==> src/rtl/serial_negator_if.sv <==
// rtl/serial_negator_if.sv - request/result bundle for the bit-serial negator.
// The master side issues start/mode/a; the slave side returns status and the result.
interface serial_negator_if #(
    parameter int Nsize = 8
);
    logic             start;
    logic             mode;
    logic [Nsize-1:0] a;
    logic             busy;
    logic             done;
    logic [Nsize-1:0] result;
    logic             carry_out;
    logic             overflow;

    modport master (
        output start,
        output mode,
        output a,
        input  busy,
        input  done,
        input  result,
        input  carry_out,
        input  overflow
    );

    modport slave (
        input  start,
        input  mode,
        input  a,
        output busy,
        output done,
        output result,
        output carry_out,
        output overflow
    );
endinterface

==> src/rtl/serial_negator.sv <==
// rtl/serial_negator.sv - bit-serial NOT / two's-complement negate, LSB first.
// One full-add stage per cycle; result, carry_out and overflow publish on SHIFT->DONE.
module serial_negator #(
    parameter int Nsize = 8
) (
    input  logic            clk,
    input  logic            rst,
    serial_negator_if.slave bus
);

    localparam int CW = $clog2(Nsize) + 1;
    localparam logic [CW-1:0] LAST_IDX = CW'(Nsize - 1);

    typedef enum logic [1:0] {
        IDLE  = 2'd0,
        SHIFT = 2'd1,
        DONE  = 2'd2
    } state_t;

    state_t           state_q, state_d;
    logic [Nsize-1:0] op_q, op_d;
    logic             mode_q, mode_d;
    logic             carry_q, carry_d;
    logic [CW-1:0]    cnt_q, cnt_d;
    logic [Nsize-1:0] res_sr_q, res_sr_d;
    logic             lo_zero_q, lo_zero_d;
    logic [Nsize-1:0] result_q, result_d;
    logic             carry_out_q, carry_out_d;
    logic             overflow_q, overflow_d;

    logic             inv_bit;
    logic             sum_bit;
    logic             next_carry;
    logic             last_bit;
    logic [Nsize:0]   res_ext;
    logic [Nsize-1:0] res_shifted;

    // Serial adder stage: adds the running carry to the inverted operand bit.
    always_comb begin
        inv_bit     = ~op_q[0];
        sum_bit     = inv_bit ^ carry_q;
        next_carry  = inv_bit & carry_q;
        last_bit    = (cnt_q == LAST_IDX);
        res_ext     = {sum_bit, res_sr_q};
        res_shifted = res_ext[Nsize:1];
    end

    always_ff @(posedge clk) begin
        if (rst) begin
            state_q     <= IDLE;
            op_q        <= '0;
            mode_q      <= 1'b0;
            carry_q     <= 1'b0;
            cnt_q       <= '0;
            res_sr_q    <= '0;
            lo_zero_q   <= 1'b0;
            result_q    <= '0;
            carry_out_q <= 1'b0;
            overflow_q  <= 1'b0;
        end else begin
            state_q     <= state_d;
            op_q        <= op_d;
            mode_q      <= mode_d;
            carry_q     <= carry_d;
            cnt_q       <= cnt_d;
            res_sr_q    <= res_sr_d;
            lo_zero_q   <= lo_zero_d;
            result_q    <= result_d;
            carry_out_q <= carry_out_d;
            overflow_q  <= overflow_d;
        end
    end

    always_comb begin
        state_d = state_q;
        case (state_q)
            IDLE:    if (bus.start) state_d = SHIFT;
            SHIFT:   if (last_bit) state_d = DONE;
            DONE:    state_d = IDLE;
            default: state_d = IDLE;
        endcase
    end

    always_comb begin
        op_d        = op_q;
        mode_d      = mode_q;
        carry_d     = carry_q;
        cnt_d       = cnt_q;
        res_sr_d    = res_sr_q;
        lo_zero_d   = lo_zero_q;
        result_d    = result_q;
        carry_out_d = carry_out_q;
        overflow_d  = overflow_q;

        case (state_q)
            IDLE: begin
                if (bus.start) begin
                    op_d      = bus.a;
                    mode_d    = bus.mode;
                    carry_d   = bus.mode;
                    cnt_d     = '0;
                    res_sr_d  = '0;
                    lo_zero_d = 1'b1;
                end
            end
            SHIFT: begin
                op_d      = op_q >> 1;
                carry_d   = next_carry;
                cnt_d     = cnt_q + CW'(1);
                res_sr_d  = res_shifted;
                // Tracks whether every bit below the MSB was zero, for overflow.
                lo_zero_d = lo_zero_q & ~op_q[0];
                if (last_bit) begin
                    result_d    = res_shifted;
                    carry_out_d = next_carry;
                    overflow_d  = mode_q & op_q[0] & lo_zero_q;
                end
            end
            default: ;
        endcase
    end

    // Status is decoded purely from state, so start never reaches busy combinationally.
    always_comb begin
        bus.busy      = (state_q == SHIFT) || (state_q == DONE);
        bus.done      = (state_q == DONE);
        bus.result    = result_q;
        bus.carry_out = carry_out_q;
        bus.overflow  = overflow_q;
    end

endmodule

==> src/flat_wrapper.sv <==
// flat-port wrapper written by rule: the top's interface ports become plain ports
module serial_negator_flat 
#(
    parameter int Nsize = 8
)
  (clk, rst, bus_start, bus_mode, bus_a, bus_busy, bus_done, bus_result, bus_carry_out, bus_overflow);
  serial_negator_if #(.Nsize(Nsize)) bus_i ();
  input  logic clk;
  input  logic rst;
  input wire logic [$bits(bus_i.start)-1:0] bus_start;
  input wire logic [$bits(bus_i.mode)-1:0] bus_mode;
  input wire logic [$bits(bus_i.a)-1:0] bus_a;
  output wire logic [$bits(bus_i.busy)-1:0] bus_busy;
  output wire logic [$bits(bus_i.done)-1:0] bus_done;
  output wire logic [$bits(bus_i.result)-1:0] bus_result;
  output wire logic [$bits(bus_i.carry_out)-1:0] bus_carry_out;
  output wire logic [$bits(bus_i.overflow)-1:0] bus_overflow;
  assign bus_i.start = bus_start;
  assign bus_i.mode = bus_mode;
  assign bus_i.a = bus_a;
  assign bus_busy = bus_i.busy;
  assign bus_done = bus_i.done;
  assign bus_result = bus_i.result;
  assign bus_carry_out = bus_i.carry_out;
  assign bus_overflow = bus_i.overflow;
  serial_negator #(.Nsize(Nsize)) u_core (.clk(clk), .rst(rst), .bus(bus_i));
endmodule
==> config.mk <==
export PLATFORM = sky130hd
export DESIGN_NAME = serial_negator_flat
export DESIGN_NICKNAME = d
export VERILOG_FILES = /design/src/rtl/serial_negator_if.sv /design/src/rtl/serial_negator.sv /design/src/flat_wrapper.sv
export SDC_FILE = /design/constraint.sdc
export NUM_CORES = 1
export LEC_CHECK = 0
export ABC_AREA = 1
export BUFFER_PORTS_ARGS = -buffer_cell sky130_fd_sc_hd__buf_4
export CAP_MARGIN = 30
export CORE_AREA = 2 2 56 58
export DETAILED_ROUTE_END_ITERATION = 12
export DIE_AREA = 0 0 58 60
export GPL_TIMING_DRIVEN = 0
export PLACE_DENSITY_LB_ADDON = 0.12
export SLEW_MARGIN = 0
export SYNTH_ARGS = -nofsm -noshare
export SYNTH_HDL_FRONTEND = slang
export SYNTH_SLANG_ARGS = --single-unit
==> constraint.sdc <==
create_clock -name clk -period 1.69 [get_ports clk]
set_input_delay 0.0845 -clock clk [delete_from_list [all_inputs] [get_ports clk]]
set_output_delay 0.0845 -clock clk [all_outputs]
set_load 0.01 [all_outputs]
=== Word level (Yosys, flattened, before mapping) ===
Index checks and enable logic that the tools add are counted.
Widths: inputs -> output; s select.

* Register bits after elaboration: 35
* Output and inout port bits: 12

* $add $sub $neg: 1
* Equality and inequality tests: 5
* Multiplexer cells: 13
* Bitwise operators: 6
* Reduce and logical (&&, ||, !) cells: 7

{| class="wikitable"
|+ Operator list
! operator !! number
|-
| $pmux 8 s2 || 2
|-
| $mux 8 || 2
|-
| $pmux 4 s2 || 1
|-
| $reduce_and 2->1 || 4
|-
| $add 4x1->4 const B || 1
|-
| $and 1x1->1 || 4
|-
| $eq 4x3->1 const B || 1
|-
| $mux 2 || 2
|-
| $mux 4 || 1
|-
| $pmux 1 s2 || 2
|-
| $pmux 2 s2 || 1
|-
| $eq 2x1->1 const B || 1
|-
| $eq 2x2->1 const B || 1
|-
| $logic_not 2->1 || 1
|-
| $mux 1 || 2
|-
| $ne 2x1->1 const B || 1
|-
| $ne 2x2->1 const B || 1
|-
| $reduce_bool 2->1 || 1
|-
| $logic_or 1x1->1 || 1
|-
| $not 1->1 || 1
|-
| $xor 1x1->1 || 1
|}

=== Longest topological paths before layout ===
Gate-level depths: netlist of the first run.

* Depth in word-level cells: 3
* Mapped depth: 8
* Mapped depth without buffers: 7

=== Worst setup path before layout of the first run ===
No wires, ideal clock.

* Path kind: reg2reg
* From: reg u_core.state_q[0]
* To: reg u_core.op_q[1]
* Setup time: 0.116 ns
* Data arrival time: 1.213 ns
* Slack: 0.361 ns
* Stages on the path, launching flop included: 8
* Path through: dfxtp_1 -> inv_1 -> ha_1 -> nand2_1 -> o21ai_2 -> buf_6 -> o21ai_0 -> nor2_1

* Cells in the longest elaborated chain, start to end: 3
* Elaborated cells between the ends (all ways): 6

{| class="wikitable"
|+ RTL lines
! item !! line !! source
|-
| start, declared || serial_negator.sv:20 || <nowiki>state_t state_q, state_d;</nowiki>
|-
| start signal, assigned || serial_negator.sv:61 || <nowiki>state_q <= state_d;</nowiki>
|-
| $eq 2x1->1 / $logic_not 2->1 (equally long branches) || serial_negator.sv:95 || <nowiki>case (state_q)</nowiki>
|-
| $reduce_bool 2->1 (no source line) / $ne 2x2->1 (equally long branches) || -- ||
|-
| $reduce_and 2->1 (no source line) || -- ||
|-
| end signal, assigned || serial_negator.sv:62 || <nowiki>op_q <= op_d;</nowiki>
|-
| end, declared || serial_negator.sv:21 || <nowiki>logic [Nsize-1:0] op_q, op_d;</nowiki>
|}

Parallel ways exist; a longest one is shown, timed or not.
A chain may end at the register's enable or synchronous reset.

=== Worst setup path in the final report of the first run ===
* From: reg u_core.state_q[0]
* To: reg u_core.carry_q

* Cells in the longest elaborated chain, start to end: 3
* Elaborated cells between the ends (all ways): 6

{| class="wikitable"
|+ RTL lines
! item !! line !! source
|-
| $eq 2x1->1 / $logic_not 2->1 (equally long branches) || serial_negator.sv:95 ||
|-
| $reduce_bool 2->1 (no source line) / $ne 2x2->1 (equally long branches) || -- ||
|-
| $reduce_and 2->1 (no source line) || -- ||
|-
| end signal, assigned || serial_negator.sv:64 || <nowiki>carry_q <= carry_d;</nowiki>
|-
| end, declared || serial_negator.sv:23 || <nowiki>logic carry_q, carry_d;</nowiki>
|}

Parallel ways exist; a longest one is shown, timed or not.

==> metrics.md, run 1 <==
| Metric | Value |
|---|---|
| Core footprint | `around 2900 sq um` |
| Setup TNS | `0 ns` |
| Pin count of the biggest net entering global routing | `11` |
| Post-synth EDFFs | `0` |
| Fin. Hold Viols | `0` |
| Port Buf Inserts | `23` |
| Clock share of power | `between 30% and 40%` |
| Peak VDD IR | `~0.00065 V` |
| Drt pass-1 iters | `4` |
| Crit path DAT | `roughly 1.8 ns` |
| Area growth, synth to finish | `21.3%` |
| R2r endpoint | `u_core.carry_q` |
| Comb power frac | `a little under a fifth` |
| Worst Path Max Fanout | `10` |
| Synthesis-stage register bit count | `34` |
| RSZ-0062 raised after global routing | `no` |
| Hold Path Stages | `3` |
| First-pass GRT wire length | `between 5 and 6 mm` |
| Diodes inserted | `0` |
| R2R Setup Slk | `between 0.15 and 0.2 ns` |
| Final Skew | `0.00685 ns` |
| Hpwl dp | `roughly 2.2 mm` |
| Post-DR wirelength/cell | `approximately 12 um` |
| DR iter-0 viols | `approximately 70` |
| Vias in the first global route | `roughly 1200` |
| CTS max path bufs | `2` |
| Slew margin rel. | `between 60% and 70%` |
| Placer congestion estimate | `0.794` |
| Non-Filler Cell Area, Final | `around 1800 sq um` |
| Standard-cell row count | `20` |
| Status | `completed` |
| Clock latency on the worst-skew pair | `between 0.3 and 0.4 ns` |
| Yosys warns | `0` |
| Setup crit end kind | `flip-flop` |
| Setup slack at placement | `between 0.15 and 0.2 ns` |
| Worst-Margin Slew | `0.468 ns` |
| Hold Path Class | `in -> reg` |
| Fin crit share | `approximately nine tenths` |
| Mapped Nets | `~220` |
| Clk root buf | `clkbuf_4` |
| Post-CTS setup buffers | `0` |
| R2r worst-path depth | `7` |
| Non-Filler Instances | `between 200 and 300` |
| Post-synth top cells | `74 x nand2_1, 34 x dfxtp_1, 26 x a21oi_1, 22 x nor2_1` |
| Seq/Total Area, Yosys | `46.6%` |
| CTS tree | `yes` |
| HP Start | `bus_mode` |
| Switching share of power | `28.3%` |
| Placed Area | `~1700 sq um` |
| Setup CP Type | `reg -> reg` |
| Nets | `~250` |
| Yosys top cell area share | `46.6%` |
| Worst setup margin | `0.154 ns` |
| Syn Inst Count | `203` |
| Max cap viols | `0` |
| Sw Pwr | `approximately 0.51 mW` |
| Die Wd | `about 58 um` |
| Synth cell types | `19` |
| Hold slack | `0.0374 ns` |
| Part of the power in registers | `between 40% and 50%` |
| Boundary Pins | `24` |
| Die height | `60 um` |
| WL final | `~3.1 mm` |
| Cell leakage power | `0.754 nW` |
| Final setup violation count | `0` |
| Top-count cell post-synth | `nand2_1` |
| Vias per inst | `5.09` |
| Synth Area per Inst | `7.20 sq um` |
| CP required | `1.94 ns` |
| Min Clock Period, post-route | `between 1.5 and 2 ns` |
| Dpl cells | `around 260` |
| Num CTS Buffers | `5` |
| Via count | `around 1400` |
| Slew Viols, Final | `0` |
| Worst Hold End | `u_core.mode_q` |
| Pwr Density | `just over 1000 nW/um^2` |
| Detail Route Antenna Nets | `0` |
| Antenna violations before repair | `0` |
| Share of flip-flops with an asynchronous set or reset | `0%` |
| Worst reg2reg startpoint | `u_core.state_q[0]` |
| Synth Cell Area | `between 1000 and 1500 sq um` |
| Fmax | `0.651 GHz` |
| Synth area leaders | `dfxtp_1 47%, nand2_1 19%, a21oi_1 8.9%` |
| Max H-tree Level | `2` |
| Startpoint type of the worst setup path | `flip-flop` |
| Global Route Usage Sum | `about 21%` |
| Post-synth top area cell | `dfxtp_1` |
| Starting Density | `50.3%` |
| Pint | `1.29 mW` |
| Total clock sinks | `34` |
| Ys flop type | `dfxtp_1` |
| GRT Residual Overflow | `0` |
| Post-route DRC | `0` |
| Die Area | `approximately 3500 sq um` |
| Clock transition at path regs | `about 0.11 ns` |
| Layout cells sized above 1 | `about 17%` |
-- routing by layer --
| metal | part of all wire, % | wire length, um | GRT usage (%) |
|---|---|---|---|
| met1 | 47 | 1470 | 24.5 |
| met2 | 48 | 1490 | 34.7 |
| met3 | 4.1 | 130 | 7.79 |
| met4 | 1.3 | 42 | 6.98 |
| met5 | 0 | 0 | 0 |
-- cell families after synthesis --
logic type,count (synthesis),synth area share [%]
buf+inv,20,6.42
fa+ha+maj,6,5.14
compound gates,41,15.1
flops,34,46.6
simple gates,102,26.8
-- sequential cells by signal (all words and copies together), names as in the netlist --
register / flops
u_core.state_q: 2
u_core.mode_q: 1
u_core.carry_q: 1
u_core.op_q: 8
u_core.res_sr_q: 7
u_core.cnt_q: 4
u_core.bus.overflow: 1
u_core.lo_zero_q: 1
u_core.bus.result: 8
u_core.bus.carry_out: 1
-- cells in the final DEF (no fill, tap or decap) --
master         netlist  final
buf_2                3      3
clkbuf_1             2      4
nand2_1             74     74
nor2_1              22     22
nand3_1              4      4
buf_1                1      1
o21ai_2              1      1
o21ai_0             10     10
a21oi_4              1      1
inv_2                1      1
buf_4                2     25
dfxtp_1             34     34
nand2_2              1      1
bufinv_16            0      1
dlygate4sd3_1        0      2
a21oi_1             26     26
o21ai_1              3      3
ha_2                 0      1
clkbuf_4             0      5
inv_1               10     10
ha_1                 6      5
nor3_1               1      1
buf_6                1      1
-- repair_timing --
item                                   in CTS  in global routing
endpoints found under the hold margin       3                  0
setup endpoints to repair                   0                  4
hold buffers                                2                  0
gates resized for setup                     0                  1
-- power by group through the flow --
stage / clock [mW] / combinational [mW] / sequential (mW)
after floorplan: 0 / 0.235 / 0.885
after global placement: 0 / 0.311 / 0.889
after detailed placement: 0 / 0.322 / 0.891
after CTS: 0.597 / 0.327 / 0.873
after global routing: 0.636 / 0.373 / 0.881
final: 0.595 / 0.327 / 0.873
-- final cells by class --
class,count,area (sq um)
Buffer,9,52.6
Clock buffer,7,45.0
Clock inverter,1,30.0
Fill cell,291,1130
Inverter,11,41.3
Multi-Input combinational cell,149,689
Sequential cell,34,681
Tap cell,33,41.3
Timing Repair Buffer,25,193
-- stage by stage --
step / power (mW) / utilization, %
floorplan: 1.12 / -
global placement: 1.20 / 57.7
detailed placement: 1.21 / 57.7
CTS: 1.80 / 61.0
global route: 1.89 / 61.1
finish: 1.80 / 61.1
-- how the worst max path moves through the flow --
stage | startpoint | to | cells past startpoint
final | u_core.state_q[0] | u_core.carry_q | 7
after global routing | u_core.state_q[0] | u_core.op_q[2] | 7
after CTS | u_core.state_q[1] | u_core.res_sr_q[5] | 7
after detailed placement | u_core.state_q[1] | u_core.res_sr_q[5] | 7
after global placement | u_core.state_q[1] | u_core.res_sr_q[5] | 7
after floorplan | u_core.state_q[0] | u_core.op_q[1] | 7
-- worst max-delay path, stage by stage, from the launching register on --
cell and delay (ns):
dfxtp_1 0.37, inv_1 0.08, ha_1 0.30, nand2_1 0.20
o21ai_2 0.10, buf_6 0.15, o21ai_0 0.16, nor2_1 0.06
(Power assumes the default switching activity.)
==> run 2: changes to the inputs <==
- ABC_AREA: 1 -> default
- CORE_AREA: 2 2 56 58 -> 2 2 60 62
- DIE_AREA: 0 0 58 60 -> 0 0 62 64
- clock period: 1.69 -> 1.35 ns (I/O delays scaled with it)
==> metrics.md, run 2 <==
| Metric | Value |
|---|---|
| Worst-Margin Slew | `between 0.4 and 0.5 ns` |
| Global Route Usage Sum | `a little over a fifth` |
| Post-synth EDFFs | `0` |
| WL final | `between 3 and 4 mm` |
| Setup CP Type | `reg -> reg` |
| Synthesis-stage register bit count | `34` |
| CP cell instances | `buf_6 > ha_4 > buf_8 > and4b_2 > buf_6 > nand4_1 > a21oi_2` |
| Setup slack at placement | `-0.242 ns` |
| Crit path DAT | `about 1.7 ns` |
| Placer congestion estimate | `0.754` |
| Pint | `between 2 and 2.5 mW` |
| Nets | `roughly 230` |
| Clock latency on the worst-skew pair | `about 0.35 ns` |
| Die Wd | `roughly 62 um` |
| Final setup violation count | `29` |
| Pin count of the biggest net entering global routing | `11` |
| Commonest non-fill, non-tap cells in the layout | `32 x dfxtp_1, 31 x buf_4, 20 x nand2_1` |
| Seq/Total Area, Yosys | `44.2%` |
| Num CTS Buffers | `5` |
| Area growth, synth to finish | `39.4%` |
| Dpl cells | `about 230` |
| Util after Layout | `65.4%` |
| Multi-input combinational cell area | `~910 sq um` |
| Diodes inserted | `0` |
| Startpoint type of the worst setup path | `flip-flop` |
| Clock transition at path regs | `0.11 ns` |
| Post-DR wirelength/cell | `around 15 um` |
| Clk root buf | `clkbuf_4` |
| Slew Viols, Final | `0` |
| Clock share of power | `roughly 18%` |
| Total clock sinks | `34` |
| Port Buf Inserts | `23` |
| CP bufs+invs | `3` |
| Share of flip-flops with an asynchronous set or reset | `0%` |
| Max cap viols | `0` |
| CTS tree | `yes` |
| Syn Inst Count | `roughly 170` |
| Hpwl dp | `2.31 mm` |
| Layout cells sized above 1 | `40.3%` |
| Non-Filler Instances | `roughly 260` |
| Pwr Density | `roughly 1500 nW/um^2` |
| First-pass GRT wire length | `between 6 and 7 mm` |
| Via count | `approximately 1400` |
| Yosys warns | `0` |
| Status | `finished with violations` |
| Fin. Hold Viols | `0` |
| Fmax | `just under 0.7 GHz` |
| Failing checks | `setup timing` |
| Vias in the first global route | `about 1300` |
| Core footprint | `~3300 sq um` |
| Hold slack | `~0.066 ns` |
| Synth Area per Inst | `between 9 and 10 sq um` |
| Post-synth top area cell | `dfxtp_1` |
| Detail Route Antenna Nets | `0` |
| Comb power frac | `43.9%` |
| RSZ-0062 raised after global routing | `yes` |
| Yosys top cell area share | `between 40 and 50%` |
| Post-route DRC | `0` |
| Mapped Nets | `around 180` |
| Part of the power in registers | `approximately two fifths` |
| Final Total Pwr | `about 3.1 mW` |
| Top-count cell post-synth | `dfxtp_1` |
| CP max stage delay | `approximately 0.38 ns` |
| Standard-cell row count | `21` |
| Synth Cell Area | `1540 sq um` |
| Most frequent CP cell | `buf_6` |
| Ys flop type | `dfxtp_1` |
| Antenna violations before repair | `0` |
| Boundary Pins | `24` |
| Sw Pwr | `1.09 mW` |
| Synth area leaders | `dfxtp_1 44%, a211oi_2 6.5%, mux2i_1 5.8%` |
| Worst Path Max Fanout | `7` |
| DR iter-0 viols | `38` |
| Max H-tree Level | `2` |
| Hold Path Class | `in -> reg` |
| Fin crit share | `108%` |
| Min Clock Period, post-route | `about 1.5 ns` |
| Switching share of power | `between 30% and 40%` |
| Peak VDD IR | `about 0.00074 V` |
| Cell leakage power | `between 0.8 and 0.9 nW` |
| Worst setup margin | `-0.114 ns` |
| CTS max path bufs | `2` |
| Most common cell after layout, fill and taps aside | `dfxtp_1` |
| Vias per inst | `5.32` |
| CP required | `1.58 ns` |
| Slowest cell on crit path | `dfxtp_4` |
| Die Area | `just under 4000 sq um` |
| Drt pass-1 iters | `4` |
| Die height | `64 um` |
| Fillers | `290` |
| Synth cell types | `30` |
| Post-synth top cells | `34 x dfxtp_1, 23 x nand2_1, 18 x nor2_1, 15 x a21oi_1, 9 x mux2i_1` |
| Top delay family on crit path | `buffers and inverters` |
| Setup crit end kind | `flip-flop` |
| Starting Density | `46.9%` |
| Slew margin rel. | `67.9%` |
| GRT Residual Overflow | `0` |
| Seq. cell area | `a little under 700 sq um` |
| Final Skew | `0.00890 ns` |
[run 2: cell types whose count changed in the layout (fill, tap and decap cells not counted), sizes merged, moves of 7 or more]
cell	delta
buf	+14
a32oi	+8
o21ai	-11
a211oi	+8
a21oi	-12
inv	-7
nand2	-52
mux2i	+11
[run 2: area by class of cell]
type,count,share of cell area [%]
timing repair buffer,38,15.1
clock inverter,2,0.466
multi-input combinational,118,42.5
inverter,4,0.932
clock buffer,5,1.75
tap,46,2.68
buffer,10,4.66
sequential,34,31.9
[run 2: repair_timing]
action | in CTS | in global routing
setup buffers | 8 | 3
pin swaps | 6 | 2
cloned | 3 | 2
endpoints found under the hold margin | 1 | 0
gates resized for setup | 20 | 20
endpoints found under the setup margin | 31 | 32
hold buffers | 1 | 0
[run 2: per-layer routing]
metal,wire length (um),GRT usage [%],vias to the layer above
met5,0,0,-
met4,57,7.18,0
met3,151,6.68,6
met2,1770,30.5,26
met1,1820,28.4,657
li1,-,-,678
[run 2: worst min-delay path: cells and delay by family]
family | cells | cell delay (ns)
AOI/OAI and AO/OA | 2 | 0.21
buffers and inverters | 1 | 0.10
[run 2: cell families after synthesis]
group / synth area share [%]
compound gates: 19.1
fa+ha+maj: 4.87
buf+inv: 5.36
flops: 44.2
mux: 7.72
simple gates: 18.8
[run 2: power by group through the flow]
stage / clock network, mW / registers [mW] / logic (mW)
2_1_floorplan: 0 / 1.19 / 0.714
3_3_place_gp: 0 / 1.20 / 0.863
3_5_place_dp: 0 / 1.21 / 0.897
4_1_cts: 0.555 / 1.20 / 1.18
5_1_grt: 0.607 / 1.21 / 1.46
6_report: 0.547 / 1.20 / 1.37
[run 2: per-stage QoR]
stage / area, sq um / setup TNS (ns)
6_report: 2150 / -2.04
5_1_grt: 2150 / -3.31
4_1_cts: 2030 / -0.880
3_5_place_dp: 1810 / -5.02
3_3_place_gp: 1810 / -4.27
2_1_floorplan: 1580 / -0.223
[run 2: path summary, 6_finish.rpt]
check / endpoint / slack, ns / cells past startpoint / from
worst max-delay path: u_core.bus.overflow / -0.11 / 7 / u_core.state_q[0]
worst min-delay path: u_core.cnt_q[3] / 0.07 / 3 / rst
worst max register to register: u_core.bus.overflow / -0.11 / 7 / u_core.state_q[0]
worst min register to register: u_core.bus.result[7] / 0.46 / 2 / u_core.bus.result[7]
